[src/rtl/rv_scheduler_ctrl.sv]
// rtl/rv_scheduler_ctrl.sv - RV32I scheduler control: forwarding selects, load-use stall, branch flush, event counters.
// Shadows rd/reg-write/load metadata through EX/MEM/WB so hazard decode needs only ID-stage inputs.
module rv_scheduler_ctrl #(
  parameter int REG_ADDR_WIDTH = 5,
  parameter int CNT_WIDTH      = 16
) (
  input  logic                      clk,
  input  logic                      rst_n,
  input  logic [REG_ADDR_WIDTH-1:0] rs1D,
  input  logic [REG_ADDR_WIDTH-1:0] rs2D,
  input  logic                      rs1_usedD,
  input  logic                      rs2_usedD,
  input  logic [REG_ADDR_WIDTH-1:0] rdD,
  input  logic                      reg_wrD,
  input  logic                      mem_rdD,
  input  logic                      branch_takenE,
  input  logic                      hold,
  output logic [1:0]                forward_rs1E,
  output logic [1:0]                forward_rs2E,
  output logic                      stallF,
  output logic                      stallD,
  output logic                      flushD,
  output logic                      flushE,
  output logic [CNT_WIDTH-1:0]      stall_cnt,
  output logic [CNT_WIDTH-1:0]      flush_cnt
);

  localparam logic [REG_ADDR_WIDTH-1:0] REG_ZERO = '0;
  localparam logic [CNT_WIDTH-1:0]      CNT_ONE  = {{(CNT_WIDTH-1){1'b0}}, 1'b1};
  localparam logic [CNT_WIDTH-1:0]      CNT_MAX  = '1;

  logic [REG_ADDR_WIDTH-1:0] e_rd_q, e_rd_d;
  logic                      e_wr_q, e_wr_d;
  logic                      e_ld_q, e_ld_d;
  logic [REG_ADDR_WIDTH-1:0] e_rs1_q, e_rs1_d;
  logic [REG_ADDR_WIDTH-1:0] e_rs2_q, e_rs2_d;
  logic [REG_ADDR_WIDTH-1:0] m_rd_q, m_rd_d;
  logic                      m_wr_q, m_wr_d;
  logic [REG_ADDR_WIDTH-1:0] w_rd_q, w_rd_d;
  logic                      w_wr_q, w_wr_d;
  logic [CNT_WIDTH-1:0]      stall_cnt_q, stall_cnt_d;
  logic [CNT_WIDTH-1:0]      flush_cnt_q, flush_cnt_d;

  logic load_use;
  logic stall_f, stall_d, flush_d, flush_e;

  // MEM beats WB; x0 is hardwired so a write to it never forwards.
  function automatic logic [1:0] fwd_sel(input logic [REG_ADDR_WIDTH-1:0] rs,
                                         input logic [REG_ADDR_WIDTH-1:0] m_rd,
                                         input logic                      m_wr,
                                         input logic [REG_ADDR_WIDTH-1:0] w_rd,
                                         input logic                      w_wr);
    logic [1:0] sel;
    sel = 2'b00;
    if (m_wr && (m_rd != REG_ZERO) && (m_rd == rs)) begin
      sel = 2'b11;
    end else if (w_wr && (w_rd != REG_ZERO) && (w_rd == rs)) begin
      sel = 2'b10;
    end
    return sel;
  endfunction

  always_comb begin
    forward_rs1E = fwd_sel(e_rs1_q, m_rd_q, m_wr_q, w_rd_q, w_wr_q);
    forward_rs2E = fwd_sel(e_rs2_q, m_rd_q, m_wr_q, w_rd_q, w_wr_q);
  end

  always_comb begin
    load_use = e_ld_q && e_wr_q && (e_rd_q != REG_ZERO) &&
               ((rs1_usedD && (rs1D == e_rd_q)) || (rs2_usedD && (rs2D == e_rd_q)));
  end

  // A taken branch squashes the ID instruction anyway, so it overrides a load-use stall.
  always_comb begin
    stall_f = 1'b0;
    stall_d = 1'b0;
    flush_d = 1'b0;
    flush_e = 1'b0;
    if (hold) begin
      stall_f = 1'b1;
      stall_d = 1'b1;
    end else if (branch_takenE) begin
      flush_d = 1'b1;
      flush_e = 1'b1;
    end else if (load_use) begin
      stall_f = 1'b1;
      stall_d = 1'b1;
      flush_e = 1'b1;
    end
  end

  assign stallF    = stall_f;
  assign stallD    = stall_d;
  assign flushD    = flush_d;
  assign flushE    = flush_e;
  assign stall_cnt = stall_cnt_q;
  assign flush_cnt = flush_cnt_q;

  always_comb begin
    e_rd_d      = e_rd_q;
    e_wr_d      = e_wr_q;
    e_ld_d      = e_ld_q;
    e_rs1_d     = e_rs1_q;
    e_rs2_d     = e_rs2_q;
    m_rd_d      = m_rd_q;
    m_wr_d      = m_wr_q;
    w_rd_d      = w_rd_q;
    w_wr_d      = w_wr_q;
    stall_cnt_d = stall_cnt_q;
    flush_cnt_d = flush_cnt_q;
    if (!hold) begin
      w_rd_d = m_rd_q;
      w_wr_d = m_wr_q;
      m_rd_d = e_rd_q;
      m_wr_d = e_wr_q;
      if (flush_e) begin
        e_rd_d  = '0;
        e_wr_d  = 1'b0;
        e_ld_d  = 1'b0;
        e_rs1_d = '0;
        e_rs2_d = '0;
      end else begin
        e_rd_d  = rdD;
        e_wr_d  = reg_wrD;
        e_ld_d  = mem_rdD;
        e_rs1_d = rs1D;
        e_rs2_d = rs2D;
      end
      if (flush_d && (flush_cnt_q != CNT_MAX)) begin
        flush_cnt_d = flush_cnt_q + CNT_ONE;
      end
      if (stall_d && (stall_cnt_q != CNT_MAX)) begin
        stall_cnt_d = stall_cnt_q + CNT_ONE;
      end
    end
  end

  always_ff @(posedge clk or negedge rst_n) begin
    if (!rst_n) begin
      e_rd_q      <= '0;
      e_wr_q      <= 1'b0;
      e_ld_q      <= 1'b0;
      e_rs1_q     <= '0;
      e_rs2_q     <= '0;
      m_rd_q      <= '0;
      m_wr_q      <= 1'b0;
      w_rd_q      <= '0;
      w_wr_q      <= 1'b0;
      stall_cnt_q <= '0;
      flush_cnt_q <= '0;
    end else begin
      e_rd_q      <= e_rd_d;
      e_wr_q      <= e_wr_d;
      e_ld_q      <= e_ld_d;
      e_rs1_q     <= e_rs1_d;
      e_rs2_q     <= e_rs2_d;
      m_rd_q      <= m_rd_d;
      m_wr_q      <= m_wr_d;
      w_rd_q      <= w_rd_d;
      w_wr_q      <= w_wr_d;
      stall_cnt_q <= stall_cnt_d;
      flush_cnt_q <= flush_cnt_d;
    end
  end

endmodule

[config.mk]
export PLATFORM = sky130hd
export DESIGN_NAME = rv_scheduler_ctrl
export DESIGN_NICKNAME = d
export VERILOG_FILES = /design/src/rtl/rv_scheduler_ctrl.sv
export SDC_FILE = /design/constraint.sdc
export NUM_CORES = 1
export LEC_CHECK = 0
export ABC_AREA = 1
export CORE_MARGIN = 4
export CORE_UTILIZATION = 48
export CTS_CLUSTER_DIAMETER = 40
export CTS_CLUSTER_SIZE = 25
export DETAILED_ROUTE_END_ITERATION = 10
export PLACE_DENSITY = 0.77
export REMOVE_ABC_BUFFERS = 1
export SETUP_SLACK_MARGIN = 0.4
export SKIP_CTS_REPAIR_TIMING = 1
export SLEW_MARGIN = 25
export SYNTH_ARGS = -nofsm -noshare
export SYNTH_HDL_FRONTEND = slang
export SYNTH_SLANG_ARGS = --single-unit
[constraint.sdc]
create_clock -name clk -period 1.45 [get_ports clk]
set_input_delay 0.29 -clock clk [delete_from_list [all_inputs] [get_ports clk]]
set_output_delay 0.29 -clock clk [all_outputs]
set_load 0.01 [all_outputs]
* Word-level counts from Yosys, hierarchy flattened
Index checks and enable logic that the tools add are counted.
Storage, ports and cells: register bits after elaboration 61, logic and storage cells 57
Operators by class: $add $sub $neg 2, equality and inequality tests 8, multiplexer cells 16, bitwise gates (word level) 1, reduce and logical (&&, ||, !) cells 19
Operators with widths (number):
- adder 16 x 1 -> 16 bit (second input constant) | 2
- inequality test 16 bit (second input constant) | 2
- equality test 5 bit | 6
- two-way mux 5 bit | 3
- nonzero test 5 bit | 3
- logical AND 1 bit | 13
- two-way mux 1 bit | 9
- two-way mux 2 bit | 4
- AND reduction 2 bit | 2
- logical OR 1 bit | 1
- NOT 1 bit | 1

* Longest topological paths before layout
Gate-level depths: netlist of run 1.
depth after elaboration 9, depth in mapped cells 12, depth with buffers taken out 11

* Worst setup path before layout of run 1
OpenSTA, ideal clock, no wires.
path kind reg-to-output, start reg e_rd_q[1], end out stallF, arrival time 1.368 ns, required time 1.160 ns, path slack -0.208 ns, cell stages (with the launch flop) 10, cell sequence dfrtp_1 -> inv_2 -> nand2_1 -> nand2_1 -> nor2_1 -> nand3_1 -> nand2_2 -> nand2_4 -> o21ai_0 -> buf_4
On the way: cells in the longest elaborated chain, start to end 7, elaborated cells on any way between the ends 11
Ends and longest elaborated chain:
- from (decl) | RTL line 32 | logic [REG_ADDR_WIDTH-1:0] e_rd_q, e_rd_d;
- from (signal assigned) | RTL line 152 | e_rd_q <= e_rd_d;
- equality test 5 bit | RTL line 70 | ((rs1_usedD && (rs1D == e_rd_q)) || (rs2_usedD && (rs2D == e_rd_q)));
- logical AND 1 bit | RTL line 70
- logical OR 1 bit | RTL line 70
- logical AND 1 bit (*) | RTL line 69 | load_use = e_ld_q && e_wr_q && (e_rd_q != REG_ZERO) &&
- two-way mux 1 bit (*) (3 in series)
- to (decl) | RTL line 20 | output logic stallF,
Every way passes the cells marked *; elsewhere a longest branch is shown, timed or not.

* Worst setup path after layout of run 1
start in rs1D[4], end out stallD
On the way: cells in the longest elaborated chain, start to end 7
Ends and longest elaborated chain:
- from (decl) | RTL line 9 | input logic [REG_ADDR_WIDTH-1:0] rs1D,
- equality test 5 bit | RTL line 70
- logical AND 1 bit | RTL line 70
- logical OR 1 bit | RTL line 70
- logical AND 1 bit | RTL line 69
- two-way mux 1 bit | RTL line 85 | end else if (load_use) begin
- two-way mux 1 bit | RTL line 82 | end else if (branch_takenE) begin
- two-way mux 1 bit | RTL line 79 | if (hold) begin
- to (decl) | RTL line 21 | output logic stallD,
Every way passes these cells.

==> results of run 1 <==
==> where the power goes <==
part           leakage, nW  internal, mW  switching [mW]
clock network       0.0964         0.836           0.718
registers            0.785          1.86           0.206
logic                 2.05         0.876           0.784
==> path summary, 6_finish.rpt <==
path / to / slack (ps) / depth (start not counted)
min: m_rd_q[3] / 200 / 2
min reg2reg: w_wr_q / 530 / 2
min in group asynchronous: stall_cnt[3] / 440 / 2
max: stallD / -590 / 10
max in group asynchronous: e_rs2_q[1] / 460 / 3
max reg2reg: flush_cnt[5] / -500 / 9
==> registers in the layout, summed over array words and instances, names as in the netlist <==
register   flops
e_ld_q         1
e_rd_q         5
e_rs1_q        5
e_rs2_q        5
e_wr_q         1
flush_cnt     16
m_rd_q         5
m_wr_q         1
stall_cnt     16
w_rd_q         5
w_wr_q         1
==> layout make-up <==
type	count	area share
Tap cell	96	0.0210
Clock inverter	4	0.00830
Sequential cell	61	0.268
Clock buffer	12	0.0253
Timing Repair Buffer	176	0.290
Multi-Input combinational cell	323	0.354
Inverter	49	0.0338
==> cell families (layout without fill, tap and decap cells) <==
logic type	count (synthesis)	count (layout)
adder cells (fa/ha/maj)	2	2
buffers and inverters	62	241
AO/OA/AOI/OAI	33	33
flip-flops	61	61
AND/OR/NAND/NOR	245	246
XOR/XNOR	42	42
==> layer usage <==
metal / global-route usage / part of all wire
met2: 0.390 / 0.51
met5: 0 / 0
met3: 0.0459 / 0.076
met4: 0.0757 / 0.062
met1: 0.282 / 0.36
==> critical path: stages <==
cell                              delay, ps
sky130_fd_sc_hd__clkdlybuf4s50_1        540
sky130_fd_sc_hd__inv_1                   60
sky130_fd_sc_hd__nand2_1                 60
sky130_fd_sc_hd__nand2_1                 60
sky130_fd_sc_hd__nor2_1                 160
sky130_fd_sc_hd__nand3_1                120
sky130_fd_sc_hd__nand2_2                 90
sky130_fd_sc_hd__nand2_4                 70
sky130_fd_sc_hd__o21ai_4                170
sky130_fd_sc_hd__buf_6                  130
==> layout by cell type, fill, tap and decap left out, types with 3 or more instances in the layout <==
master	instances
sky130_fd_sc_hd__buf_12	3
sky130_fd_sc_hd__buf_2	9
sky130_fd_sc_hd__buf_4	74
sky130_fd_sc_hd__buf_6	67
sky130_fd_sc_hd__clkbuf_8	10
sky130_fd_sc_hd__clkdlybuf4s50_1	16
sky130_fd_sc_hd__dfrtp_1	53
sky130_fd_sc_hd__dfrtp_2	8
sky130_fd_sc_hd__dlymetal6s2s_1	6
sky130_fd_sc_hd__inv_1	40
sky130_fd_sc_hd__inv_2	7
sky130_fd_sc_hd__nand2_1	122
sky130_fd_sc_hd__nand2_2	23
sky130_fd_sc_hd__nand2_4	5
sky130_fd_sc_hd__nand3_1	14
sky130_fd_sc_hd__nand3_2	3
sky130_fd_sc_hd__nand3_4	5
sky130_fd_sc_hd__nand4_1	24
sky130_fd_sc_hd__nor2_1	18
sky130_fd_sc_hd__nor2_2	6
sky130_fd_sc_hd__nor2_4	4
sky130_fd_sc_hd__nor3_1	6
sky130_fd_sc_hd__nor3_2	5
sky130_fd_sc_hd__nor3_4	4
sky130_fd_sc_hd__nor4_2	4
sky130_fd_sc_hd__o21ai_0	10
sky130_fd_sc_hd__o21ai_1	7
sky130_fd_sc_hd__o21ai_2	4
sky130_fd_sc_hd__o22ai_1	9
sky130_fd_sc_hd__xnor2_1	7
sky130_fd_sc_hd__xor2_1	31
==> through the flow <==
step                 util  setup slack, ps  std cells
detailed placement  0.686            -1080        665
global placement    0.686            -1020        665
finish              0.830             -589        721
floorplan               -             -319        432
CTS                 0.714            -1120        681
global route        0.830             -648        721
==> results.md, run 1 <==
Status:
- The flow ran to the end, but the final reports show violations.
- The final reports fail on setup timing.

Yosys:
- The commonest cells after synthesis are sky130_fd_sc_hd__nand2_1 (145), sky130_fd_sc_hd__dfrtp_1 (61), sky130_fd_sc_hd__inv_1 (41).
- The most instantiated library cell after synthesis is sky130_fd_sc_hd__nand2_1.
- During synthesis, Yosys emitted a total of 0 warnings.
- The per-instance average area after synthesis is between 7 and 8 um2.
- Counting flops and latches in the post-synthesis netlist gives 61.
- Of the total synthesized cell area, the portion taken by AND, OR, NAND and NOR gates is 0.325.
- The cell accounting for the most synthesized area is sky130_fd_sc_hd__dfrtp_1.
- The mux contribution to synthesized area is 0.
- The most used flip-flop cell after synthesis is sky130_fd_sc_hd__dfrtp_1.
- By area, the combinational part of the netlist is dominated by simple AND/OR/NAND/NOR gates.
- Counting flops with a built-in enable in the synthesized netlist gives 0.
- The compound-gate portion of the synthesized area is 0.0517.
- The number of different library cells in the post-synthesis netlist is 33.
- Of the total synthesized cell area, the portion taken by full adders, half adders and majority gates is 0.00719.
- Of the total synthesized cell area, the portion taken by XOR and XNOR cells is 0.106.
- The synthesized netlist occupies a cell area of ~3500 um2.
- The proportion of register bits with asynchronous set or reset after synthesis is 1.00.
- The share of the synthesized area in the top cell type is 0.438.
- Yosys attributes the largest share of cell area to sky130_fd_sc_hd__dfrtp_1 (44%), sky130_fd_sc_hd__nand2_1 (16%), sky130_fd_sc_hd__xor2_1 (8.3%).
- The share of the Yosys chip area taken by registers is 0.438.
- The number of cells produced by synthesis is around 450.

Die:
- 63 I/O pins were placed.
- The die width is between 90 and 100 um.
- The initial utilization of the core area, before any placement, comes to 0.504.
- The core box area is roughly 7000 um2.
- The floorplan step defined a die boundary enclosing 8680 um2.
- The height of the die is 93.2 um.
- The site row count is 30.

Critical path:
- For the worst setup path, the data arrival time is 1750 ps.
- STA classifies the critical path endpoint as a primary output.
- STA classifies the critical path startpoint as an input pin.
- Of all nets on the critical path, the largest fanout is 3.
- The start-to-end type of the worst setup path is input pin to primary output.
- Data on the critical path is required at its endpoint by 1160 ps.
- The launch point of the worst path is rs1D[4].
- The worst register-to-register path begins at flush_cnt[0].

STA:
- For the pin with the worst max-slew slack, the measured transition is 557 ps.
- The post-layout minimum cycle time is between 2000 and 2500 ps.
- Setup slack on the critical path of the routed design comes to -589 ps.
- The sum of negative setup slack is -18,900 ps.
- The final max-slew violation count is 0.
- Between clock sinks in the finished design, the worst skew comes to 19.6 ps.
- The number of endpoints failing setup at the final stage is 56.
- Hold timing on the final database bottoms out at a slack of around 200 ps.
- Dividing the final minimum period by the clock period gives 1.41.
- Headroom to the max-slew limit came out at 0.629.
- The number of hold-slack violations in the final timing report is 0.
- Derived from the worst setup path, the maximum achievable clock frequency is a little under 500 MHz.
- Setup repair after global routing could not meet its margin everywhere.

Placement:
- The final estimated routing congestion in global placement is 0.898.
- The count of port buffers added during placement is 62.
- The placed wire-length estimate is 6920 um.
- After detailed placement, the total cell area comes to 4740 um2.

Routing:
- Wires add up to approximately 14,000 um.
- The wire length per cell is 18.9 um.
- Before antenna repair, the detailed router went through 6 iterations.
- In this run the remaining antenna-violating nets after routing total 0.
- In the routed layout, each cell is associated on average with a via count of 5.70.
- The number of DRC violations after detailed-routing iteration 0 is 356.
- After detailed routing, the number of remaining DRC violations is 0.
- The routed layout has 4,112 vias.

Global routing:
- The number of global-route vias before repair is 3,475.
- The first global-routing pass estimated 15,500 um of wire.
- The pin count of the biggest net entering global routing is 47.
- The initial antenna violation count is 0.
- Global routing finished with a remaining overflow of 0.
- In the global route stage, overall resource usage came out at 0.226.

Power and ir drop:
- The analysis attributes to cell leakage a power of 2.93 nW.
- The largest voltage drop on the vdd net is 0.787 mV.
- The total design power is 5.28 mW.
- In this run the power density over the cells is just over 900 nW/um2.

Clock tree:
- The root buffer cell chosen for the clock tree is sky130_fd_sc_hd__clkbuf_8.
- The total clock sinks is 61.
- In this run the deepest clock path goes through 2 buffers.
- After clock tree synthesis, the clock-pin slew on the worst setup and hold paths is 60 ps.
- The CTS tree is yes.
- The number of levels the H-tree was split into is 3.
- The number of clock buffers added by TritonCTS is 9.
- The clock insertion delay at the later pin of the skew report is about 360 ps.

Flow run:
- The total of max-cap violations is 0.

Worst hold path:
- The startpoint identified for the worst hold timing path is hold.
- The worst hold-check path type is input pin to register.

Cells and area:
- The area of the multi-input gates is 2030 um2.
- The share of layout cells above drive strength 1 is 0.411.
- The area overhead of the layout relative to synthesis is 64.6%.
- In the final layout, flip-flops and latches occupy 1540 um2.
- The antenna diode count is 0.
- The final net count is 645.
- The area of all placed cells without fillers is 5730 um2.
- The number of filler cells placed in the layout is approximately 390.
Note: power is estimated with default switching activity, not from simulation.
==> run 2, diff against run 1 <==
--- a/config.mk
+++ b/config.mk
@@ -6,16 +6,15 @@
 export NUM_CORES = 1
 export LEC_CHECK = 0
 export ABC_AREA = 1
-export CORE_MARGIN = 4
+export CORE_MARGIN = 2
 export CORE_UTILIZATION = 48
-export CTS_CLUSTER_DIAMETER = 40
 export CTS_CLUSTER_SIZE = 25
 export DETAILED_ROUTE_END_ITERATION = 10
 export PLACE_DENSITY = 0.77
 export REMOVE_ABC_BUFFERS = 1
 export SETUP_SLACK_MARGIN = 0.4
 export SKIP_CTS_REPAIR_TIMING = 1
-export SLEW_MARGIN = 25
+export SLEW_MARGIN = 20
 export SYNTH_ARGS = -nofsm -noshare
 export SYNTH_HDL_FRONTEND = slang
 export SYNTH_SLANG_ARGS = --single-unit
==> run 2 against run 1 <==
  * The flow still finishes with violations (setup timing)
  * Non-clock buffer count down 21
  * Combinational power down 8%
  * Worst setup slack better by 66 ps
  * Clock power up 21%
  * Maximum frequency up 3.3%
  * Total power up 3.6%
  * Register-to-register slack better by 190 ps
  * Critical endpoint is now forward_rs1E[1]
  * Largest cell class unchanged
==> results.md, run 2 (synthesis gave the netlist of run 1 again) <==
Power and ir drop:
- The largest voltage drop on the vdd net is 0.614 mV (-22%).
- The total design power is 5.48 mW (+3.6%).
- The net switching share of the total power is 0.294 (-0.0290).
- The net switching power came to 1.61 mW (-5.7%).
- The part of the power in the clock network was 0.342 (+0.048).
- The part of the total power dissipated in combinational logic is 0.280 (-0.034).
- The power density relative to cell area was 985 nW/um2 (+6.9%).
- The internal power summed over all cells is 3.87 mW (+8.1%).
- The sequential cell fraction of total power is 0.378 (-0.014).
- The reported leakage power came to 2.83 nW (-3.4%).

STA:
- The period utilization was 1.36 (-0.0453).
- The largest clock skew in the final design is 9.93 ps (-9.65 ps).
- The number of endpoints failing setup at the final stage is 54 (-3.6%).
- The sum of negative setup slack is -12,490 ps (+6410 ps).
- The post-layout minimum cycle time was 1970 ps (-65.7 ps).
- The top achievable clock speed is 507 MHz (+3.3%).
- The number of hold-slack violations in the final timing report came to 0 (unchanged).
- The headroom to the max-slew limit came to 0.640 (+0.0112).
- Setup repair after global routing could not meet its margin everywhere.
- The worst setup slack after layout is -523 ps (+65.7 ps).
- The transition at the pin with the smallest max-transition slack is 540 ps (-16.7 ps).
- The final max-slew violation count came to 0 (unchanged).

Placement:
- The final estimated routing congestion in global placement came to 0.924 (+2.9%).
- The worst slack at placement came to -1010 ps (+68.9 ps).
- The placed wire-length estimate is 6680 um (-3.5%).
- The instance area after placement was 4710 um2 (-0.61%).
- The count of port buffers added during placement is 62 (unchanged).

Critical path:
- The kind of cell with the highest combined delay on the critical path is flip-flops.
- The critical path data arrival time was 1680 ps (-70 ps).
- Walking the worst path, the cells encountered are inv_1 > nand2_1 > a21oi_1 > nand4_1 > nor2_2 > inv_1 > nand2_1 > buf_2.
- The data required time at the worst endpoint is 1160 ps (about the same).
- The worst setup path is launched from a register.
- The largest fanout of any net on the critical path is 5 (+2).
- The number of buffers and inverters on the critical path is 3 (unchanged).
- The nature of the critical path endpoint is a primary output.
- The cell with the largest stage delay on the worst path is sky130_fd_sc_hd__dfrtp_2.
- The stage delay of the slowest cell on the critical path is 450 ps (-90 ps).
- By startpoint and endpoint, the worst setup path is classified as register to primary output.

Die:
- The total die area is 7950 um2 (-8.4%).
- The core box area came to 7140 um2 (+3.3%).
- The initial standard-cell utilization of the core is 0.488 (-0.0163).
- The height of the die is 89.2 um (-4.3%).
- The site row count came to 31 (+3.3%).
- The die width is 89.2 um (-4.3%).
- The number of placed I/O pins is 63 (unchanged).

Global routing:
- The global-route wire length before repair is 15,400 um (-0.89%).
- The total routing usage reported by global routing is 0.250 (+0.0245).
- The pin count of the biggest net entering global routing came to 62 (+32%).
- The initial antenna violation count is 0 (unchanged).
- The overflow left after global routing is 0 (unchanged).
- The number of global-route vias before repair is 3,433 (-1.2%).

Routing:
- The number of DRC violations after detailed-routing iteration 0 came to 246 (-31%).
- The number of design rule violations left after detail routing is 0 (unchanged).
- The first-pass detailed-route iteration total is 5 (-1).
- The average via count per standard cell is 5.27 (-7.6%).
- The overall routed net length came to 11,300 um (-17%).
- The via count of the routed design is 3,706 (-9.9%).
- The number of nets with antenna violations after routing is 0 (unchanged).
- The wire length per cell is 16.1 um (-15%).

Cells and area:
- Leaving out fill and tap cells, the most frequent cells in the layout are sky130_fd_sc_hd__nand2_1 (123), sky130_fd_sc_hd__buf_4 (64), sky130_fd_sc_hd__buf_6 (55), sky130_fd_sc_hd__dfrtp_1 (50), sky130_fd_sc_hd__inv_1 (40).
- The antenna diode count came to 0 (unchanged).
- The share of layout cells above drive strength 1 came to 0.392 (-0.0188).
- Relative to the synthesized area, the layout overhead comes to 59.6%.
- The final net count is 624 (-3.3%).
- The area of all placed cells without fillers was 5560 um2 (-3.0%).
- The library cell used most frequently in the layout, excluding fill and tap cells, is sky130_fd_sc_hd__nand2_1.

Clock tree:
- The deepest clock path buffer count is 2 (unchanged).
- TritonCTS built the clock tree.
- The number of levels the H-tree was split into is 3 (unchanged).
- The clock insertion delay at the later pin of the skew report is 340 ps (-20 ps).
- The total clock sinks is 61 (unchanged).
- In this run the clock root is driven by a sky130_fd_sc_hd__clkbuf_8.
- The number of buffers inserted during clock tree synthesis is 9 (unchanged).
- The clock transition time at the flip-flop clock pins of the worst setup and hold paths is 70 ps (about the same).

Flow run:
- The total of max-cap violations is 0 (unchanged).

Status:
- The run finished, with violations left.
- The checks that failed: setup timing.

Worst hold path:
- The worst hold-check path type is input pin to register.
-- run 2: worst paths after layout --
kind                       startpoint         endpoint  slack [ps]  depth (start not counted)
setup / recovery            m_rd_q[2]  forward_rs1E[1]        -520                          8
hold / removal                   hold           e_ld_q         220                          3
setup reg to reg            e_rd_q[0]    stall_cnt[12]        -310                         12
hold reg to reg                e_ld_q           e_ld_q         500                          2
max in group asynchronous       rst_n     flush_cnt[2]         660                          3
min in group asynchronous       rst_n        e_rd_q[0]         500                          3
-- run 2: worst register-to-register path, cell delays in order, from the launching register on --
cell	delay [ps]
sky130_fd_sc_hd__dfrtp_1	420
sky130_fd_sc_hd__inv_2	80
sky130_fd_sc_hd__nand2_2	70
sky130_fd_sc_hd__nand2_2	60
sky130_fd_sc_hd__nor2_2	100
sky130_fd_sc_hd__nand3_1	90
sky130_fd_sc_hd__nand2_2	90
sky130_fd_sc_hd__nand2_4	60
sky130_fd_sc_hd__buf_4	160
sky130_fd_sc_hd__nor2_8	150
sky130_fd_sc_hd__nand3_4	190
sky130_fd_sc_hd__nand2_2	120
sky130_fd_sc_hd__nand2_1	60
-- run 2: layout make-up --
type,instances,area [um2]
multi-input cells,323,2000
flip-flops and latches,61,1540
inverters,49,194
clock inverters,4,95.1
repair buffers,155,1460
well taps,99,124
clock buffers,12,145
fillers,467,1580
-- run 2: metrics by stage --
stage | util | instances | hold slack [ps]
after floorplan | - | 432 | -5.59
after global placement | 0.660 | 662 | 325
after detailed placement | 0.660 | 662 | 323
after CTS | 0.694 | 678 | -42.8
after global routing | 0.779 | 703 | 251
final | 0.779 | 703 | 215
-- run 2: power by group through the flow --
stage               Sequential, mW  Combinational, mW  Clock, mW
global route                  2.09               1.64       1.94
detailed placement            2.03               1.13          0
CTS                           2.00               1.15       1.86
floorplan                     2.08              0.394          0
finish                        2.07               1.53       1.87
global placement              2.01               1.10          0
-- run 2: layer usage --
metal	vias to the layer above	global-route usage	wire, um	share of wire
met2	144	0.417	5930	0.53
met1	1791	0.322	4370	0.39
met3	28	0.0471	704	0.062
met4	0	0.103	279	0.025
met5	-	0	0	0
li1	1743	-	-	-
==> run 3, diff against run 2 <==
--- a/config.mk
+++ b/config.mk
@@ -6,7 +6,6 @@
 export NUM_CORES = 1
 export LEC_CHECK = 0
 export ABC_AREA = 1
-export CORE_MARGIN = 2
 export CORE_UTILIZATION = 48
 export CTS_CLUSTER_SIZE = 25
 export DETAILED_ROUTE_END_ITERATION = 10
==> run 3 against run 2 <==
  * Maximum frequency is 5.1% lower
  * Register-to-register slack lost 90 ps
  * Worst setup slack got worse by 110 ps
  * First-iteration DRC count rose by 31%
  * Sequential cell count did not move
  * The flow still finishes with violations (setup timing)
  * Clock-buffer cell count stayed put
  * Critical path depth grew 2
  * Sequential share of layout area rose by 0.53 points
  * Critical path type is now input pin to primary output
  * Via count rose by 2.0%
  * Hold slack gained 74 ps
  * Wire length is 4.6% higher
==> results.md, run 3 (synthesis gave the netlist of run 1 again) <==
STA:
- The final max-slew violation count is 0 (unchanged).
- The top achievable clock speed came to 481 MHz (-5.1%).
- The largest clock skew in the final design was 6.99 ps (-2.93 ps).
- The number of hold-slack violations in the final timing report is 0 (unchanged).
- The post-layout minimum cycle time was 2080 ps (+106 ps).
- Setup repair after global routing could not meet its margin everywhere.
- The number of endpoints failing setup at the final stage was 56 (+3.7%).
- The period utilization is 1.43 (+0.0729).
- The worst setup slack after layout is -629 ps (-106 ps).
- The headroom to the max-slew limit came to 0.654 (+0.0141).
- The transition at the pin with the smallest max-transition slack is 519 ps (-21.2 ps).

Routing:
- The overall routed net length is 11,800 um (+4.6%).
- The first-pass detailed-route iteration total came to 4 (-1).
- The number of DRC violations after detailed-routing iteration 0 came to 322 (+31%).
- The wire length per cell is 16.8 um (+4.9%).
- The number of nets with antenna violations after routing was 0 (unchanged).
- The number of design rule violations left after detail routing was 0 (unchanged).
- The average via count per standard cell is 5.39 (+2.3%).
- The via count of the routed design is 3,779 (+2.0%).

Power and ir drop:
- The reported leakage power was 2.75 nW (-2.8%).
- The total design power came to 5.05 mW (-7.8%).
- The largest voltage drop on the vdd net is 0.673 mV (+9.7%).
- The power density relative to cell area is 929 nW/um2 (-5.8%).

Critical path:
- The nature of the critical path endpoint is a primary output.
- The stage delay of the slowest cell on the critical path is 510 ps (+60 ps).
- The cell count of the worst reg-to-reg path is 9 (-3).
- The cell occurring most often along the worst timing path is sky130_fd_sc_hd__nand2_1.
- The largest fanout of any net on the critical path is 3 (-2).
- The data required time at the worst endpoint was 1160 ps (about the same).
- The start-to-end type of the worst setup path is input pin to primary output.
- The minimum setup slack among reg-to-reg paths was -400 ps (-90 ps).
- The cell with the largest stage delay on the worst path is sky130_fd_sc_hd__clkdlybuf4s50_1.
- The endpoint identified for the worst register-to-register timing path is flush_cnt[7].
- The critical path data arrival time came to 1790 ps (+110 ps).
- In this run the critical register-to-register path is launched from flush_cnt[1].
- The critical path starts at rs1D[2].
- The critical path startpoint category is an input pin.
- The signal on the critical path passes through clkdlybuf4s50_1 > inv_1 > nand2_1 > nand2_1 > nor2_1 > nand3_1 > nand2_2 > nand2_4 > o21ai_0 > buf_2.

Die:
- The number of placed I/O pins is 63 (unchanged).
- The height of the die came to 87.2 um (-2.2%).
- The initial standard-cell utilization of the core was 0.504 (+0.0163).
- The total die area came to 7600 um2 (-4.4%).
- The die width came to 87.2 um (-2.2%).
- The site row count is 30 (-3.2%).
- The core box area is 6910 um2 (-3.2%).

Clock tree:
- The number of levels the H-tree was split into is 3 (unchanged).
- The deepest clock path buffer count is 2 (unchanged).
- The clock insertion delay at the later pin of the skew report came to 350 ps (about the same).
- In this run the clock root is driven by a sky130_fd_sc_hd__clkbuf_8.
- The number of buffers inserted during clock tree synthesis is 9 (unchanged).
- The CTS tree is yes.
- The total clock sinks is 61 (unchanged).
- The clock transition time at the flip-flop clock pins of the worst setup and hold paths is 70 ps (about the same).

Cells and area:
- The antenna diode count was 0 (unchanged).
- The area overhead of the layout relative to synthesis is 56.1%.
- The post-layout utilization of the core is 0.787 (+0.00839).
- The final net count is 625 (+0.16%).
- The library cell used most frequently in the layout, excluding fill and tap cells, is sky130_fd_sc_hd__nand2_1.
- The share of layout cells above drive strength 1 was 0.372 (-0.0205).
- In the layout the commonest cells are sky130_fd_sc_hd__nand2_1 (129), sky130_fd_sc_hd__buf_4 (66), sky130_fd_sc_hd__dfrtp_1 (54), sky130_fd_sc_hd__buf_6 (52), sky130_fd_sc_hd__inv_1 (40).

Flow run:
- The total of max-cap violations is 0 (unchanged).

Worst hold path:
- The path class of the tightest hold or removal check is input pin to register.
- The start point of the worst hold path is rs2D[3].
- The number of stages on the worst hold path is 3 (unchanged).
- The hold-critical path endpoint is e_rs2_q[3].

Global routing:
- The number of global-route vias before repair came to 3,413 (-0.58%).
- The overflow left after global routing came to 0 (unchanged).
- The global-route wire length before repair is 15,200 um (-1.3%).
- The pin count of the biggest net entering global routing is 47 (-24%).
- The total routing usage reported by global routing is 0.262 (+0.0111).
- The initial antenna violation count was 0 (unchanged).

Status:
- The flow ran to the end, but the final reports show violations.
- The checks that failed: setup timing.

Placement:
- The placed wire-length estimate is 6800 um (+1.8%).
- The final estimated routing congestion in global placement is 0.916 (-0.89%).
- The count of port buffers added during placement is 62 (unchanged).
==> run 3: cell count changes in the layout (fill, tap and decap cells not counted), moves of 3 or more <==
cell	previous run	this run
sky130_fd_sc_hd__nand2_1	123	129
sky130_fd_sc_hd__dfrtp_1	50	54
sky130_fd_sc_hd__dfrtp_2	11	7
sky130_fd_sc_hd__buf_6	55	52
sky130_fd_sc_hd__nand2_2	21	18
sky130_fd_sc_hd__nand2_4	6	3
==> run 3: per-stage QoR <==
| stage | setup slack (ps) | instances | hold slack, ps | area, um2 | setup TNS [ps] |
|---|---|---|---|---|---|
| global route | -658 | 701 | 291 | 5440 | -18530 |
| finish | -629 | 701 | 289 | 5440 | -14340 |
| CTS | -989 | 679 | -79.0 | 4920 | -21560 |
| global placement | -969 | 663 | 285 | 4720 | -30140 |
| detailed placement | -980 | 663 | 292 | 4720 | -31800 |
| floorplan | -319 | 432 | -5.59 | 3410 | -4000 |
==> run 3: routing by layer <==
metal,vias to the layer above,share of wire,global-route usage
li1,1739,-,-
met1,1843,0.38,0.313
met4,0,0.049,0.0969
met5,-,0,0
met3,44,0.054,0.0616
met2,153,0.52,0.458
==> run 3: how the worst max path moves through the flow <==
| stage | endpoint | slack [ps] |
|---|---|---|
| floorplan | stallD | -320 |
| global placement | stallD | -970 |
| detailed placement | stallD | -980 |
| CTS | stallD | -990 |
| global route | flushE | -660 |
| finish | flushE | -630 |
==> run 3: final cells by class <==
cell class / instances / area (um2)
flip-flops and latches: 61 / 1540
inverters: 49 / 189
well taps: 96 / 120
clock buffers: 12 / 145
clock inverters: 4 / 47.5
fillers: 470 / 1470
multi-input cells: 323 / 1970
repair buffers: 156 / 1430
==> run 3: power breakdown <==
group,internal [mW],switching (mW),total (mW)
Combinational,0.776,0.682,1.46
Sequential,1.87,0.197,2.06
Clock,0.836,0.690,1.53
==> run 3: worst max-delay path: cells and delay by family <==
family          cells  cell delay [ps]
compound gates      1              240
simple gates        6              480
buf+inv             3              760
